==> config.mk <==
export PLATFORM = sky130hd
export DESIGN_NAME = intr_ctrl
export DESIGN_NICKNAME = d
export VERILOG_FILES = /design/src/rtl/intr_ctrl_pkg.sv /design/src/rtl/intr_prio_enc.sv /design/src/rtl/intr_ctrl.sv
export SDC_FILE = /design/constraint.sdc
export NUM_CORES = 1
export LEC_CHECK = 0
export CAP_MARGIN = 20
export CORE_MARGIN = 2
export CORE_UTILIZATION = 38
export CTS_BUF_LIST = sky130_fd_sc_hd__clkbuf_8 sky130_fd_sc_hd__clkbuf_16
export CTS_CLUSTER_SIZE = 14
export DETAILED_ROUTE_END_ITERATION = 8
export PLACE_DENSITY = 0.72
export SKIP_CTS_REPAIR_TIMING = 1
export SKIP_LAST_GASP = 1
export SLEW_MARGIN = 0
export SYNTH_ARGS = -nofsm -noshare
export SYNTH_HDL_FRONTEND = slang
export SYNTH_SLANG_ARGS = --single-unit
==> constraint.sdc <==
create_clock -name clk -period 2.1 [get_ports clk]
set_clock_uncertainty 0.1 [all_clocks]
set_input_delay 0.525 -clock clk [delete_from_list [all_inputs] [get_ports clk]]
set_output_delay 0.525 -clock clk [all_outputs]
set_load 0.02 [all_outputs]
==> src/rtl/intr_ctrl_pkg.sv <==
`default_nettype none
// ============================================================================
// Module      : intr_ctrl_pkg
// Description : Shared constants for the interrupt controller: register
//               window addresses, controller state encoding and the
//               default number of interrupt lines.
// Revision    : 1.0 - initial release
// ============================================================================
package intr_ctrl_pkg;

    // Default number of interrupt lines (legal range 1..8)
    localparam int NUM_IRQ_DEFAULT = 8;

    // Source id width is fixed, independent of NUM_IRQ
    localparam int IRQID_W = 3;

    // Register window, word select
    localparam logic [1:0] ADR_PENDING = 2'd0;
    localparam logic [1:0] ADR_MASK    = 2'd1;
    localparam logic [1:0] ADR_CLAIM   = 2'd2;
    localparam logic [1:0] ADR_LEVEL   = 2'd3;

    // Controller state encoding
    typedef logic [1:0] state_t;
    localparam state_t IDLE    = 2'd0;
    localparam state_t REQ     = 2'd1;
    localparam state_t SERVICE = 2'd2;

endpackage
`default_nettype wire

==> src/rtl/intr_prio_enc.sv <==
`default_nettype none
// ============================================================================
// Module      : intr_prio_enc
// Description : Combinational priority encoder. The lowest set index of
//               i_active wins. o_any flags that at least one bit is set.
// Ports       : i_active [NUM_IRQ] - active request vector
//               o_id     [3]       - index of highest-priority active bit
//               o_any    [1]       - any bit of i_active set
// Revision    : 1.0 - initial release
// ============================================================================
module intr_prio_enc
    import intr_ctrl_pkg::*;
#(
    parameter int NUM_IRQ = NUM_IRQ_DEFAULT
) (
    input  logic [NUM_IRQ-1:0] i_active,
    output logic [IRQID_W-1:0] o_id,
    output logic               o_any
);

    // Scan from the top down so the last hit (lowest index) is kept
    always_comb begin
        o_id = '0;
        for (int i = NUM_IRQ - 1; i >= 0; i--) begin
            if (i_active[i]) begin
                o_id = IRQID_W'(i);
            end
        end
    end

    assign o_any = |i_active;

endmodule
`default_nettype wire

==> src/rtl/intr_ctrl.sv <==
`default_nettype none
// ============================================================================
// Module      : intr_ctrl
// Description : Interrupt controller in front of the core exception logic.
//               Captures rising edges on the interrupt lines, masks them,
//               requests the highest-priority source with an irq/irqack
//               handshake and holds it in service until software EOI.
//               Build option INTR_CTRL_LEVEL_EN adds a LEVEL register
//               (regadr 3) selecting level-sensitive lines; without it all
//               lines are edge-captured and regadr 3 reads as zero.
// Ports       : clk        - system clock
//               reset      - synchronous active-high reset
//               interrupts - raw interrupt lines
//               regadr     - 0 PENDING, 1 MASK, 2 CLAIM/EOI, 3 LEVEL
//               regwrite   - register write strobe
//               regread    - register read strobe
//               regwdata   - register write data
//               regrdata   - registered read data
//               irq        - interrupt request to core
//               irqack     - core acceptance pulse
//               irqid      - id of requested / in-service source
// Revision    : 1.0 - initial release
// ============================================================================
module intr_ctrl
    import intr_ctrl_pkg::*;
#(
    parameter int NUM_IRQ = NUM_IRQ_DEFAULT,
    parameter int DATA_W  = 32
) (
    input  logic               clk,
    input  logic               reset,
    input  logic [NUM_IRQ-1:0] interrupts,
    input  logic [1:0]         regadr,
    input  logic               regwrite,
    input  logic               regread,
    input  logic [DATA_W-1:0]  regwdata,
    output logic [DATA_W-1:0]  regrdata,
    output logic               irq,
    input  logic               irqack,
    output logic [IRQID_W-1:0] irqid
);

    state_t               r_state;
    state_t               w_state_d;
    logic [NUM_IRQ-1:0]   r_pending;
    logic [NUM_IRQ-1:0]   r_mask;
    logic [NUM_IRQ-1:0]   r_prev;
    logic [NUM_IRQ-1:0]   w_level;
    logic [NUM_IRQ-1:0]   w_pending_d;
    logic [NUM_IRQ-1:0]   w_edge;
    logic [NUM_IRQ-1:0]   w_pend_clr;
    logic [NUM_IRQ-1:0]   w_ack_clr;
    logic [NUM_IRQ-1:0]   w_active;
    logic [IRQID_W-1:0]   w_enc_id;
    logic                 w_any;
    logic                 w_ack;
    logic                 w_eoi;
    logic                 w_irq_d;
    logic [IRQID_W-1:0]   w_irqid_d;
    logic                 r_irq;
    logic [IRQID_W-1:0]   r_irqid;
    logic                 r_svc_valid;
    logic [IRQID_W-1:0]   r_svc_id;
    logic [DATA_W-1:0]    r_rdata;
    logic [DATA_W-1:0]    w_rdata;
    logic                 w_unused_wdata;

    // Write data above the implemented lines is ignored
    assign w_unused_wdata = ^regwdata[DATA_W-1:NUM_IRQ];

`ifdef INTR_CTRL_LEVEL_EN
    logic [NUM_IRQ-1:0] r_level;

    always_ff @(posedge clk) begin
        if (reset) begin
            r_level <= '0;
        end else if (regwrite && regadr == ADR_LEVEL) begin
            r_level <= regwdata[NUM_IRQ-1:0];
        end
    end

    assign w_level = r_level;
`else
    assign w_level = '0;
`endif

    // ------------------------------------------------------------------
    // Pending capture
    // ------------------------------------------------------------------
    assign w_edge     = interrupts & ~r_prev;
    assign w_pend_clr = (regwrite && regadr == ADR_PENDING) ? regwdata[NUM_IRQ-1:0] : '0;
    assign w_ack      = (r_state == REQ) && irqack;
    assign w_eoi      = (r_state == SERVICE) && regwrite && (regadr == ADR_CLAIM);
    // Acknowledge retires the source the core was actually shown (r_irqid)
    assign w_ack_clr  = w_ack ? (NUM_IRQ'(1) << r_irqid) : '0;

    // Edge lines: clears apply first, so a simultaneous new edge survives.
    // Level lines follow the input and ignore both kinds of clear.
    assign w_pending_d = (w_level & interrupts) |
                         (~w_level & ((r_pending & ~w_pend_clr & ~w_ack_clr) | w_edge));

    assign w_active = r_pending & r_mask;

    intr_prio_enc #(
        .NUM_IRQ (NUM_IRQ)
    ) u_prio_enc (
        .i_active (w_active),
        .o_id     (w_enc_id),
        .o_any    (w_any)
    );

    always_ff @(posedge clk) begin
        if (reset) begin
            r_pending <= '0;
            r_prev    <= '0;
            r_mask    <= '0;
        end else begin
            r_pending <= w_pending_d;
            r_prev    <= interrupts;
            if (regwrite && regadr == ADR_MASK) begin
                r_mask <= regwdata[NUM_IRQ-1:0];
            end
        end
    end

    // ------------------------------------------------------------------
    // Request state machine
    // ------------------------------------------------------------------
    always_ff @(posedge clk) begin
        if (reset) begin
            r_state     <= IDLE;
            r_irq       <= 1'b0;
            r_irqid     <= '0;
            r_svc_valid <= 1'b0;
            r_svc_id    <= '0;
        end else begin
            r_state <= w_state_d;
            r_irq   <= w_irq_d;
            r_irqid <= w_irqid_d;
            if (w_ack) begin
                r_svc_valid <= 1'b1;
                r_svc_id    <= r_irqid;
            end else if (w_eoi) begin
                r_svc_valid <= 1'b0;
                r_svc_id    <= '0;
            end
        end
    end

    always_comb begin
        w_state_d = r_state;
        case (r_state)
            IDLE:    if (w_any)  w_state_d = REQ;
            REQ: begin
                if (irqack)      w_state_d = SERVICE;
                else if (!w_any) w_state_d = IDLE;
            end
            SERVICE: if (w_eoi)  w_state_d = IDLE;
            default:             w_state_d = IDLE;
        endcase
    end

    // irqid holds its last value whenever no new request is being made,
    // so during service it keeps showing the in-service source.
    always_comb begin
        w_irq_d   = 1'b0;
        w_irqid_d = r_irqid;
        case (r_state)
            IDLE: begin
                if (w_any) begin
                    w_irq_d   = 1'b1;
                    w_irqid_d = w_enc_id;
                end
            end
            REQ: begin
                // Re-arbitrate each cycle until acknowledged
                if (!irqack && w_any) begin
                    w_irq_d   = 1'b1;
                    w_irqid_d = w_enc_id;
                end
            end
            default: w_irq_d = 1'b0;
        endcase
    end

    // ------------------------------------------------------------------
    // Register read-back (pre-write values on simultaneous access)
    // ------------------------------------------------------------------
    always_comb begin
        w_rdata = '0;
        case (regadr)
            ADR_PENDING: w_rdata = DATA_W'(r_pending);
            ADR_MASK:    w_rdata = DATA_W'(r_mask);
            ADR_CLAIM: begin
                w_rdata[DATA_W-1]    = r_svc_valid;
                w_rdata[IRQID_W-1:0] = r_svc_id;
            end
            ADR_LEVEL:   w_rdata = DATA_W'(w_level);
            default:     w_rdata = '0;
        endcase
    end

    always_ff @(posedge clk) begin
        if (reset) begin
            r_rdata <= '0;
        end else if (regread) begin
            r_rdata <= w_rdata;
        end
    end

    assign regrdata = r_rdata;
    assign irq      = r_irq;
    assign irqid    = r_irqid;

endmodule
`default_nettype wire

==> impl_metrics.json <==
{
  "status": "finished clean",
  "finalInstanceArea_mm2": 0.00258,
  "worst_slack_ps": 207,
  "io_pins": 83,
  "antenna_found_initial": 0,
  "nets": 322,
  "fmax_mhz": 528,
  "gp_congestion": 0.952,
  "rows": 26,
  "cts_buffer_depth": 2,
  "power_frac_seq_pct": 50.0,
  "drive_above_1_share_pct": 10.9,
  "synth_mux_area_share_pct": 8.18,
  "first_pass_iters": 4,
  "path_max_fanout": 2,
  "placement.io_buffers": 35,
  "synth_seq_cells": 43,
  "fin_hold_ws_ps": 310,
  "die-area_mm2": 0.00595,
  "cpPeakStageDelay_ps": 620,
  "utilization_pct": 50.2,
  "syn-cell-area_mm2": 0.00203,
  "path_clk_slew_ps": 70,
  "routed-wl-met2_mm": 1.85,
  "start_kind": "flip-flop",
  "via_per_inst": 4.70,
  "die_y_um": 77.1,
  "cts.sinks": 43,
  "ant_nets": 0,
  "synth-simple-area-share_pct": 20.9,
  "power_frac_comb_pct": 16.1,
  "end_kind": "primary output",
  "critPathKind": "flip-flop to primary output",
  "placed_area_mm2": 0.00248,
  "start_util_pct": 39.6,
  "synth_warnings": 0,
  "p_int_mw": 1.34,
  "cts_htree_levels": 2,
  "met3_length_um": 213,
  "arrival_ps": 1270,
  "area_growth_pct": 26.8,
  "period_minus_slack_ps": 1890,
  "grt_max_degree": 45,
  "cts-root-buf": "clkbuf_8",
  "diodes": 0,
  "syn_area_per_cell_um2": 8.92,
  "drc": 0,
  "place_hpwl_mm": 3.05,
  "synth_cell_types": 38,
  "drt-met1-wl_mm": 1.96,
  "hold_path.class": "flip-flop to flip-flop",
  "period_share_pct": 90.1,
  "p_clk_share_pct": 33.9,
  "syn_inst": 228,
  "crit_required_ps": 1470,
  "core_area_mm2": 0.00514,
  "grt_pass1_wl_mm": 6.51,
  "highest_layer": "met4",
  "powerDensity_mw_per_mm2": 693,
  "ir_drop_uv": 461,
  "switching_share_pct": 25.1,
  "cp_cell_sequence": "clkdlybuf4s50_1",
  "cpMaxStageDelayCell": "clkdlybuf4s50_1",
  "initialDrtViolationCount": 84,
  "synth-xor-area-share_pct": 0,
  "grt_setup_unrepaired": "false",
  "cts_buffers": 5,
  "cp.buffers_inverters": 1,
  "grt_pass1_vias": 1431,
  "setup_viol": 0,
  "grt_usage_pct": 13.8,
  "post_drt_wl_per_cell_um": 11.9,
  "final_max_slew_viol_count": 0,
  "fin_tns_setup_ps": 0,
  "place_ws_ps": 32.0,
  "insertion_delay_ps": 290,
  "ys_seq_area_share_pct": 42.3,
  "netSwitchingPower_mw": 0.449,
  "synth_compound_area_share_pct": 15.5,
  "final_cell_mix": "43 x dfxtp_1, 35 x clkdlybuf4s50_1, 23 x nor2_1, 23 x conb_1, 20 x a21oi_1",
  "p_leak_nw": 1.12,
  "dp.cells": 338,
  "drt-total-wl_mm": 4.11,
  "synthAdderAreaFrac_pct": 0,
  "synth_top_family_by_area": "simple AND/OR/NAND/NOR gates",
  "cts_tree": "yes",
  "stdcell_count": 345,
  "num_vias": 1623,
  "maxCapViolations": 0,
  "overflow": 0,
  "power_mw": 1.79,
  "die_w_um": 77.1,
  "final_common_cell": "dfxtp_1",
  "finalHoldViolCount": 0,
  "cp_top_family": "buffers and inverters"
}
==> cells in the mapped netlist <==
cell type / n / area (um^2)
a21o_1: 3 / 22.5
a21oi_1: 20 / 100
nor4_1: 1 / 6.26
dfxtp_1: 43 / 861
nor3b_4: 1 / 18.8
inv_1: 13 / 48.8
and3b_1: 1 / 8.76
o21ai_1: 6 / 30.0
nor2b_4: 1 / 13.8
a2111oi_1: 3 / 30.0
a22oi_1: 4 / 30.0
nand3b_1: 3 / 22.5
clkbuf_1: 1 / 3.75
a21oi_2: 1 / 8.76
nor2_1: 23 / 86.3
a32oi_1: 2 / 17.5
or2b_1: 1 / 7.51
buf_2: 2 / 10.0
o2bb2ai_1: 2 / 17.5
buf_4: 24 / 180
mux2_2: 5 / 56.3
a41o_1: 1 / 10.0
nor2b_1: 11 / 68.8
conb_1: 1 / 3.75
a211oi_1: 4 / 30.0
buf_1: 2 / 7.51
nand2_1: 14 / 52.6
nor3_1: 4 / 20.0
buf_6: 1 / 11.3
and2b_1: 1 / 7.51
nand2b_1: 8 / 50.1
nand4_2: 1 / 12.5
nand3b_4: 1 / 20.0
nand3_1: 4 / 20.0
mux2i_1: 11 / 110
a221oi_1: 1 / 8.76
o21ai_0: 2 / 10.0
nand3_2: 1 / 10.0
==> power groups by stage <==
stage / clock [mW] / combinational (mW) / sequential, mW
finish: 0.606 / 0.288 / 0.892
global route: 0.657 / 0.313 / 0.897
CTS: 0.622 / 0.289 / 0.891
detailed placement: 0 / 0.287 / 0.910
global placement: 0 / 0.284 / 0.908
floorplan: 0 / 0.184 / 0.919
==> worst paths after layout <==
check	cells past startpoint	to	start	slack, ps
setup / recovery	1	irqid[2]	irqid[2]$_SDFFE_PP0P_	210
hold / removal	1	r_pending[7]$_SDFF_PP0_	r_prev[7]$_SDFF_PP0_	310
setup reg to reg	4	r_pending[4]$_SDFF_PP0_	r_state[0]$_SDFFE_PP0P_	680
hold reg to reg	1	r_pending[7]$_SDFF_PP0_	r_prev[7]$_SDFF_PP0_	310
==> sequential cells by signal (all words and copies together), names as in the netlist <==
signal       cells
regrdata         9
r_mask           8
r_pending        8
r_prev           8
irqid            3
r_svc_id         3
r_state          2
irq              1
r_svc_valid      1
==> cells by family (layout without fill, tap and decap cells) <==
kind of cell,Yosys count,in the layout
DFF,43,43
other,1,23
buffers and inverters,43,68
muxes,16,16
and+or+nand+nor,76,76
AOI/OAI and AO/OA,49,49
==> per-layer routing <==
metal  GRT usage (%)  vias to the layer above
met1            17.5                      736
li1                -                      824
met2            21.4                       55
met4            7.14                        0
met5               0                        -
met3            3.65                        8
==> layout make-up <==
cell class / count / area [um^2]
Clock buffer: 5 / 68.8
Clock inverter: 2 / 33.8
Fill cell: 508 / 2560
Inverter: 13 / 48.8
Multi-Input combinational cell: 164 / 993
Sequential cell: 43 / 861
Tap cell: 70 / 87.6
Timing Repair Buffer: 48 / 485
(Power assumes the default switching activity.)
